===== config.mk =====
export PLATFORM = sky130hd
export DESIGN_NAME = ascii_num_parser
export DESIGN_NICKNAME = d
export VERILOG_FILES = /design/src/rtl/ascii_num_parser.sv
export SDC_FILE = /design/constraint.sdc
export NUM_CORES = 1
export LEC_CHECK = 0
export BUFFER_PORTS_ARGS = -buffer_cell sky130_fd_sc_hd__buf_2
export CAP_MARGIN = 20
export CORE_MARGIN = 1.5
export CORE_UTILIZATION = 52
export CTS_CLUSTER_DIAMETER = 40
export DETAILED_ROUTE_END_ITERATION = 7
export PLACE_DENSITY = 0.71
export SYNTH_ARGS = -nofsm -noshare
export SYNTH_HDL_FRONTEND = slang
export SYNTH_SLANG_ARGS = --single-unit

===== constraint.sdc =====
create_clock -name clk -period 3.5 [get_ports clk]
set_input_delay 0.875 -clock clk [delete_from_list [all_inputs] [get_ports clk]]
set_output_delay 0.875 -clock clk [all_outputs]
set_load 0.05 [all_outputs]

===== src/rtl/ascii_num_parser.sv =====
// Byte-stream parser: turns ASCII decimal tokens from a UART into signed numbers, one line at a time.
// Optional build macro NEG_NUM_EN enables a leading '-' sign prefix on tokens.
module ascii_num_parser #(
  parameter int DATA_WIDTH = 32
) (
  input  logic                  clk,
  input  logic                  rst_n,
  input  logic [7:0]            rx_data,
  input  logic                  rx_valid,
  input  logic                  clear,
  output logic [DATA_WIDTH-1:0] num_data,
  output logic                  num_valid,
  output logic                  line_done,
  output logic [7:0]            line_len,
  output logic                  parse_error
);

  typedef enum logic [1:0] {
    IDLE  = 2'd0,
    ACCUM = 2'd1,
    SKIP  = 2'd2
  } state_t;

  localparam int AW = DATA_WIDTH + 4;
  localparam logic [AW-1:0] MAX_MAG = {5'b00000, {(DATA_WIDTH-1){1'b1}}};

  state_t                state;
  logic [DATA_WIDTH-1:0] acc;
  logic                  neg;
  logic                  has_digit;
  logic [7:0]            count;

  logic                  is_digit;
  logic                  is_sep;
  logic                  is_lf;
  logic                  is_minus;
  logic                  sign_en;
  logic [AW-1:0]         acc_next;
  logic                  overflow;

  function automatic logic [7:0] sat_inc(input logic [7:0] v);
    return (v == 8'hFF) ? 8'hFF : v + 8'd1;
  endfunction

  function automatic logic [DATA_WIDTH-1:0] signed_val(input logic [DATA_WIDTH-1:0] mag,
                                                       input logic               n);
    return n ? (~mag + {{(DATA_WIDTH-1){1'b0}}, 1'b1}) : mag;
  endfunction

`ifdef NEG_NUM_EN
  assign sign_en = 1'b1;
`else
  assign sign_en = 1'b0;
`endif

  // Byte classification and the next accumulator value with its overflow check
  always_comb begin
    is_digit = (rx_data >= 8'h30) && (rx_data <= 8'h39);
    is_sep   = (rx_data == 8'h20) || (rx_data == 8'h09) ||
               (rx_data == 8'h2C) || (rx_data == 8'h0D);
    is_lf    = (rx_data == 8'h0A);
    is_minus = (rx_data == 8'h2D);
    // acc <= MAX_MAG always, so the four spare bits cannot wrap
    acc_next = (AW'(acc) << 3) + (AW'(acc) << 1) + AW'(rx_data[3:0]);
    overflow = acc_next > MAX_MAG;
  end

  // Parser FSM with registered outputs
  always_ff @(posedge clk or negedge rst_n) begin
    if (!rst_n) begin
      state       <= IDLE;
      acc         <= '0;
      neg         <= 1'b0;
      has_digit   <= 1'b0;
      count       <= 8'd0;
      num_data    <= '0;
      num_valid   <= 1'b0;
      line_done   <= 1'b0;
      line_len    <= 8'd0;
      parse_error <= 1'b0;
    end else begin
      num_valid <= 1'b0;
      line_done <= 1'b0;
      if (clear) begin
        state       <= IDLE;
        acc         <= '0;
        neg         <= 1'b0;
        has_digit   <= 1'b0;
        count       <= 8'd0;
        parse_error <= 1'b0;
      end else if (rx_valid) begin
        case (state)
          IDLE: begin
            if (is_digit) begin
              acc       <= acc_next[DATA_WIDTH-1:0];
              neg       <= 1'b0;
              has_digit <= 1'b1;
              state     <= ACCUM;
            end else if (sign_en && is_minus) begin
              acc       <= '0;
              neg       <= 1'b1;
              has_digit <= 1'b0;
              state     <= ACCUM;
            end else if (is_lf) begin
              line_done <= 1'b1;
              line_len  <= count;
              count     <= 8'd0;
            end else if (!is_sep) begin
              parse_error <= 1'b1;
              state       <= SKIP;
            end
          end
          ACCUM: begin
            if (is_digit) begin
              if (overflow) begin
                parse_error <= 1'b1;
                acc         <= '0;
                neg         <= 1'b0;
                has_digit   <= 1'b0;
                state       <= SKIP;
              end else begin
                acc       <= acc_next[DATA_WIDTH-1:0];
                has_digit <= 1'b1;
              end
            end else if (is_sep || is_lf) begin
              acc       <= '0;
              neg       <= 1'b0;
              has_digit <= 1'b0;
              if (has_digit) begin
                num_data  <= signed_val(acc, neg);
                num_valid <= 1'b1;
              end else begin
                // lone sign with no digits
                parse_error <= 1'b1;
              end
              if (is_lf) begin
                line_done <= 1'b1;
                line_len  <= has_digit ? sat_inc(count) : count;
                count     <= 8'd0;
                state     <= IDLE;
              end else begin
                count <= has_digit ? sat_inc(count) : count;
                state <= has_digit ? IDLE : SKIP;
              end
            end else begin
              parse_error <= 1'b1;
              acc         <= '0;
              neg         <= 1'b0;
              has_digit   <= 1'b0;
              state       <= SKIP;
            end
          end
          SKIP: begin
            if (is_lf) begin
              line_done <= 1'b1;
              line_len  <= count;
              count     <= 8'd0;
              state     <= IDLE;
            end
          end
          default: begin
            state     <= IDLE;
            acc       <= '0;
            neg       <= 1'b0;
            has_digit <= 1'b0;
          end
        endcase
      end
    end
  end

endmodule

# After elaboration in Yosys (flattened, before gate mapping)

Index checks and enable logic that the tools add are counted.

Flip-flop bits (word level): 87
Output and inout bits: 43
Word-level logic and storage cells: 131
Input bits: 12

Bitwise logic cells: 3
$lt $le $gt $ge: 3
Add/sub/neg operators: 4
Eq/ne operators: 24
Muxes and demuxes: 70
Reduce and logical (&&, ||, !) cells: 17

Operator list:

| kind                    | number |
|---|---|
| $mux W32                | 6 |
| $mux W8                 | 14 |
| $pmux W32 S3            | 1 |
| $pmux W8 S3             | 2 |
| $add A35 B33 Y36        | 1 |
| $add A36 B4 Y36         | 1 |
| $gt A36 B31 Y1 const B  | 1 |
| $add A32 B1 Y32 const B | 1 |
| $not A32 Y32            | 1 |
| $mux W1                 | 31 |
| $eq A8 B4 Y1 const B    | 3 |
| $mux W2                 | 11 |
| $ne A3 B3 Y1 const B    | 7 |
| $eq A8 B6 Y1 const B    | 2 |
| $reduce_and A7 Y1       | 2 |
| $ne A4 B4 Y1 const B    | 3 |
| $ne A2 B2 Y1 const B    | 5 |
| $reduce_and A5 Y1       | 2 |
| $pmux W1 S3             | 3 |
| $add A8 B1 Y8 const B   | 1 |
| $eq A8 B8 Y1 const B    | 1 |
| $ge A8 B6 Y1 const B    | 1 |
| $le A8 B6 Y1 const B    | 1 |
| $pmux W2 S3             | 1 |
| 14 further kinds        | 19 |

# Depth between registers and ports, before layout

Depth in word-level cells: 10
Mapped depth: 13
Gate-level depth less buffers: 12

# Least setup slack after synthesis

Ideal clock, no wire load.

Path type: input to register
Start: input port rx_data[3]
End: register acc[3]
Arrival time: 3.516 ns
Library setup time: 0.090 ns
Slack: -0.106 ns
Stages: 12
Buffers on the path: 1
Data required time: 3.410 ns
Cells stage by stage: inv_1 fa_1 fa_1 nand2b_1 a21oi_1 o21a_1 o211ai_1 a21o_1 a32oi_1 nand3_1 buf_4 o31ai_4

Word-level cells in the longest chain between the ends: 7
Elaborated cells between the ends (all ways): 13
Those cells by class: add/sub: 1; order compare: 3; eq/ne: 1; mux: 6; reduce/logical: 2

RTL lines:

| item                   | line | text |
|---|---|---|
| start: declaration     | 8    | `input logic [7:0] rx_data,` |
| $add A36 B4 Y36        | 64   | `acc_next = (AW'(acc) << 3) + (AW'(acc) << 1) + AW'(rx_data[3:0]);` |
| $gt A36 B31 Y1         | 65   | `overflow = acc_next > MAX_MAG;` |
| $mux W32               | 115  | `if (overflow) begin` |
| $mux W32               | 114  | `if (is_digit) begin` |
| $pmux W32 S3           | 92   | `case (state)` |
| $mux W32               | 91   | `end else if (rx_valid) begin` |
| $mux W32               | 84   | `if (clear) begin` |
| end signal: assignment | 95   | `acc <= acc_next[DATA_WIDTH-1:0];` |
| end signal: assignment | 122  | `acc <= acc_next[DATA_WIDTH-1:0];` |
| end: declaration       | 28   | `logic [DATA_WIDTH-1:0] acc;` |

Several ways; a longest one is shown, not always the timed one. The select of a mux whose other input is x is not followed.
A chain may end at the register's enable or synchronous reset.

# Worst setup path in the final report

Start: input port rx_data[3]
End: register acc[16]

The elaborated chain is that of the path after synthesis.

==> impl_metrics.yaml <==
timing:
  max_freq_mhz: 297.8
  tightestPinTransition_ns: 0.7404
  fin_worst_skew_ns: 0.006883
  maxSlewHeadroom_pct: 50.18
  setup_viol: 0
  hold_viol_final: 0
  whs_ns: 0.4649
  period_minus_slack_ns: 3.358
  final_max_slew_viol_count: 0
  worst_slack_ns: 0.1417
  min_period_over_period_pct: 95.95
  rsz0062_at_grt: "no"
drt:
  drtIter0Drc: 318
  wl_met1_mm: 7.523
  vias: 6002
  wl_mm: 16.66
  ant_nets: 0
  wl_met3_um: 750
  top_layer: "met4"
  vias_per_cell: 6.093
  wire_per_inst_um: 16.92
  first_pass_iters: 7
  wl_met2_mm: 8.024
  drc: 5
synthesis:
  yosys-top-cells-count: "nand2_1, dfrtp_1, ha_1"
  ys_types: 59
  syn_inst: 765
  synth_top_cell_by_area: "dfrtp_1"
  synthArstFlopShare_pct: 100.0
  synth_flop_cell: "dfrtp_1"
  syn_area_per_cell_um2: 8.152
  ys_top_cells_by_area: "dfrtp_1, ha_1, nand2_1"
  yosys_warnings: 0
  ys_seq_area_share_pct: 34.51
  ys_ff_latch: 86
  syn_nets: 843
  synth_area_um2: 6236
  synth_top_area_share_pct: 34.51
  synth_edf_count: 0
  yosysMostFrequentCell: "nand2_1"
clock_tree:
  ctsHtreeMaxLevel: 3
  clk_latency_ns: 0.36
  cts_buffer_depth: 2
  cts-root-buf: "clkbuf_16"
  cts.sinks: 86
  cts_buffers: 9
  path_clk_slew_ns: 0.06
  cts_tree: "done"
finish:
  drive_gt1_share_pct: 18.05
  design_area_um2: 7375
  fin_util_pct: 63.77
  antennaDiodeCount: 0
  layout.nets: 915
  area_growth_syn_to_layout_pct: 18.26
die:
  dieWidth_um: 112.5
  io_pins: 55
  num_rows: 39
  dieArea_um2: 12660
  die_height_um: 112.5
  start_util_pct: 53.92
  core_um2: 11560
worst_setup_path:
  r2r_slack_ns: 0.17
  critPathLaunchType: "input port"
  crit_arrival_ns: 3.64
  crit_fanout: 7
  crit_required_ns: 3.78
  criticalPathCategory: "in -> reg"
  setup.worst_path.end_class: "register"
global_route:
  grt_pass1_wl_mm: 28.02
  grt_pass1_vias: 5859
  grt_max_degree: 46
  antenna_found_initial: 0
  grt_overflow: 0
  grt_usage_pct: 27.38
min_path:
  hold_path.class: "reg -> reg"
place:
  dp_hpwl_mm: 12.15
  port-buffer-count: 54
  dp_slack_ns: -0.4013
  postPlaceCellArea_um2: 6863
  place_congestion: 0.9573
power:
  p_leak_nw: 3.799
  p_total_mw: 2.096
  p_per_area_nw_per_um2: 284.3
  peakVddDrop_mv: 0.2883
job:
  maxCapViolations: 0
status:
  outcome: "finished, violations left"
  violations: "DRC"
## what timing repair did
| action | in CTS | in global routing |
|---|---|---|
| endpoints found under the setup margin | 25 | 35 |
| hold buffers | 0 | 0 |
| gates resized for setup | 0 | 39 |
| setup buffers | 2 | 3 |
| endpoints found under the hold margin | 0 | 0 |
| pin swaps | 1 | 17 |
| gates cloned | 0 | 1 |
## critical path: stages
cell and delay, ns:
buf_6 0.09, inv_2 0.06, fa_2 0.47, fa_2 0.41, nand2b_1 0.20, a21oi_2 0.19
o21a_1 0.19, o211ai_1 0.13, a21o_1 0.20, a32oi_2 0.24, nand3_4 0.23, clkbuf_16 0.23
o21ai_1 0.12
## state kept, by name (all words and copies together), names as in the netlist
register	flops
acc	32
count	8
has_digit	1
line_done	1
line_len	8
num_data	32
num_valid	1
parse_error	1
state	2
## placed cells by master, fill, tap and decap left out, types with 16 or more instances in the layout
master,netlist,routed
a21oi_1,61,57
a22oi_1,23,23
buf_2,4,52
buf_4,1,37
dfrtp_1,86,86
ha_1,64,61
inv_1,21,19
nand2_1,175,174
nand3_1,23,22
nor2_1,31,31
o21ai_0,44,42
o21ai_1,30,16
o21ai_2,0,16
## metal layers
metal	vias to the layer above	global-route usage, %
li1	2935	-
met1	2881	36.76
met2	158	44.74
met3	28	4.752
met4	0	9.789
met5	-	0
## stage by stage
stage	setup TNS (ns)	cells
floorplan	0	765
global placement	-8.699	963
detailed placement	-12.02	963
CTS	0	981
global route	0	985
finish	0	985
## cell type report
class	count	area (um2)
clock buffers	13	260.3
multi-input cells	622	4004
fillers	1030	4190
flip-flops and latches	86	2152
repair buffers	97	658.1
well taps	143	178.9
clock inverters	3	42.54
inverters	21	78.83
## report_power, final
group          internal (mW)  switching (mW)  leakage (nW)
logic                 0.0326          0.0702          2.45
clock network          0.591           0.393         0.146
registers              0.999          0.0107          1.20
## cells by family after synthesis
family                     count (synthesis)  synth area share [%]
and+or+nand+nor                          289                 20.14
AOI/OAI and AO/OA                        240                 24.34
buffers and inverters                     57                 3.692
adders and majority gates                 66                 13.48
xor gates and xnor gates                  26                 3.652
DFF                                       86                 34.51
muxes                                      1                0.1806
## worst paths after layout
kind / from / endpoint / cells past startpoint
max: rx_data[3] / acc[16] / 13
min: num_data[26] / num_data[26] / 2
min reg2reg: num_data[26] / num_data[26] / 2
max in group asynchronous: rst_n / has_digit / 2
max reg2reg: acc[27] / acc[16] / 11
min in group asynchronous: rst_n / acc[19] / 1
Power figures use the tool's default switching activity.
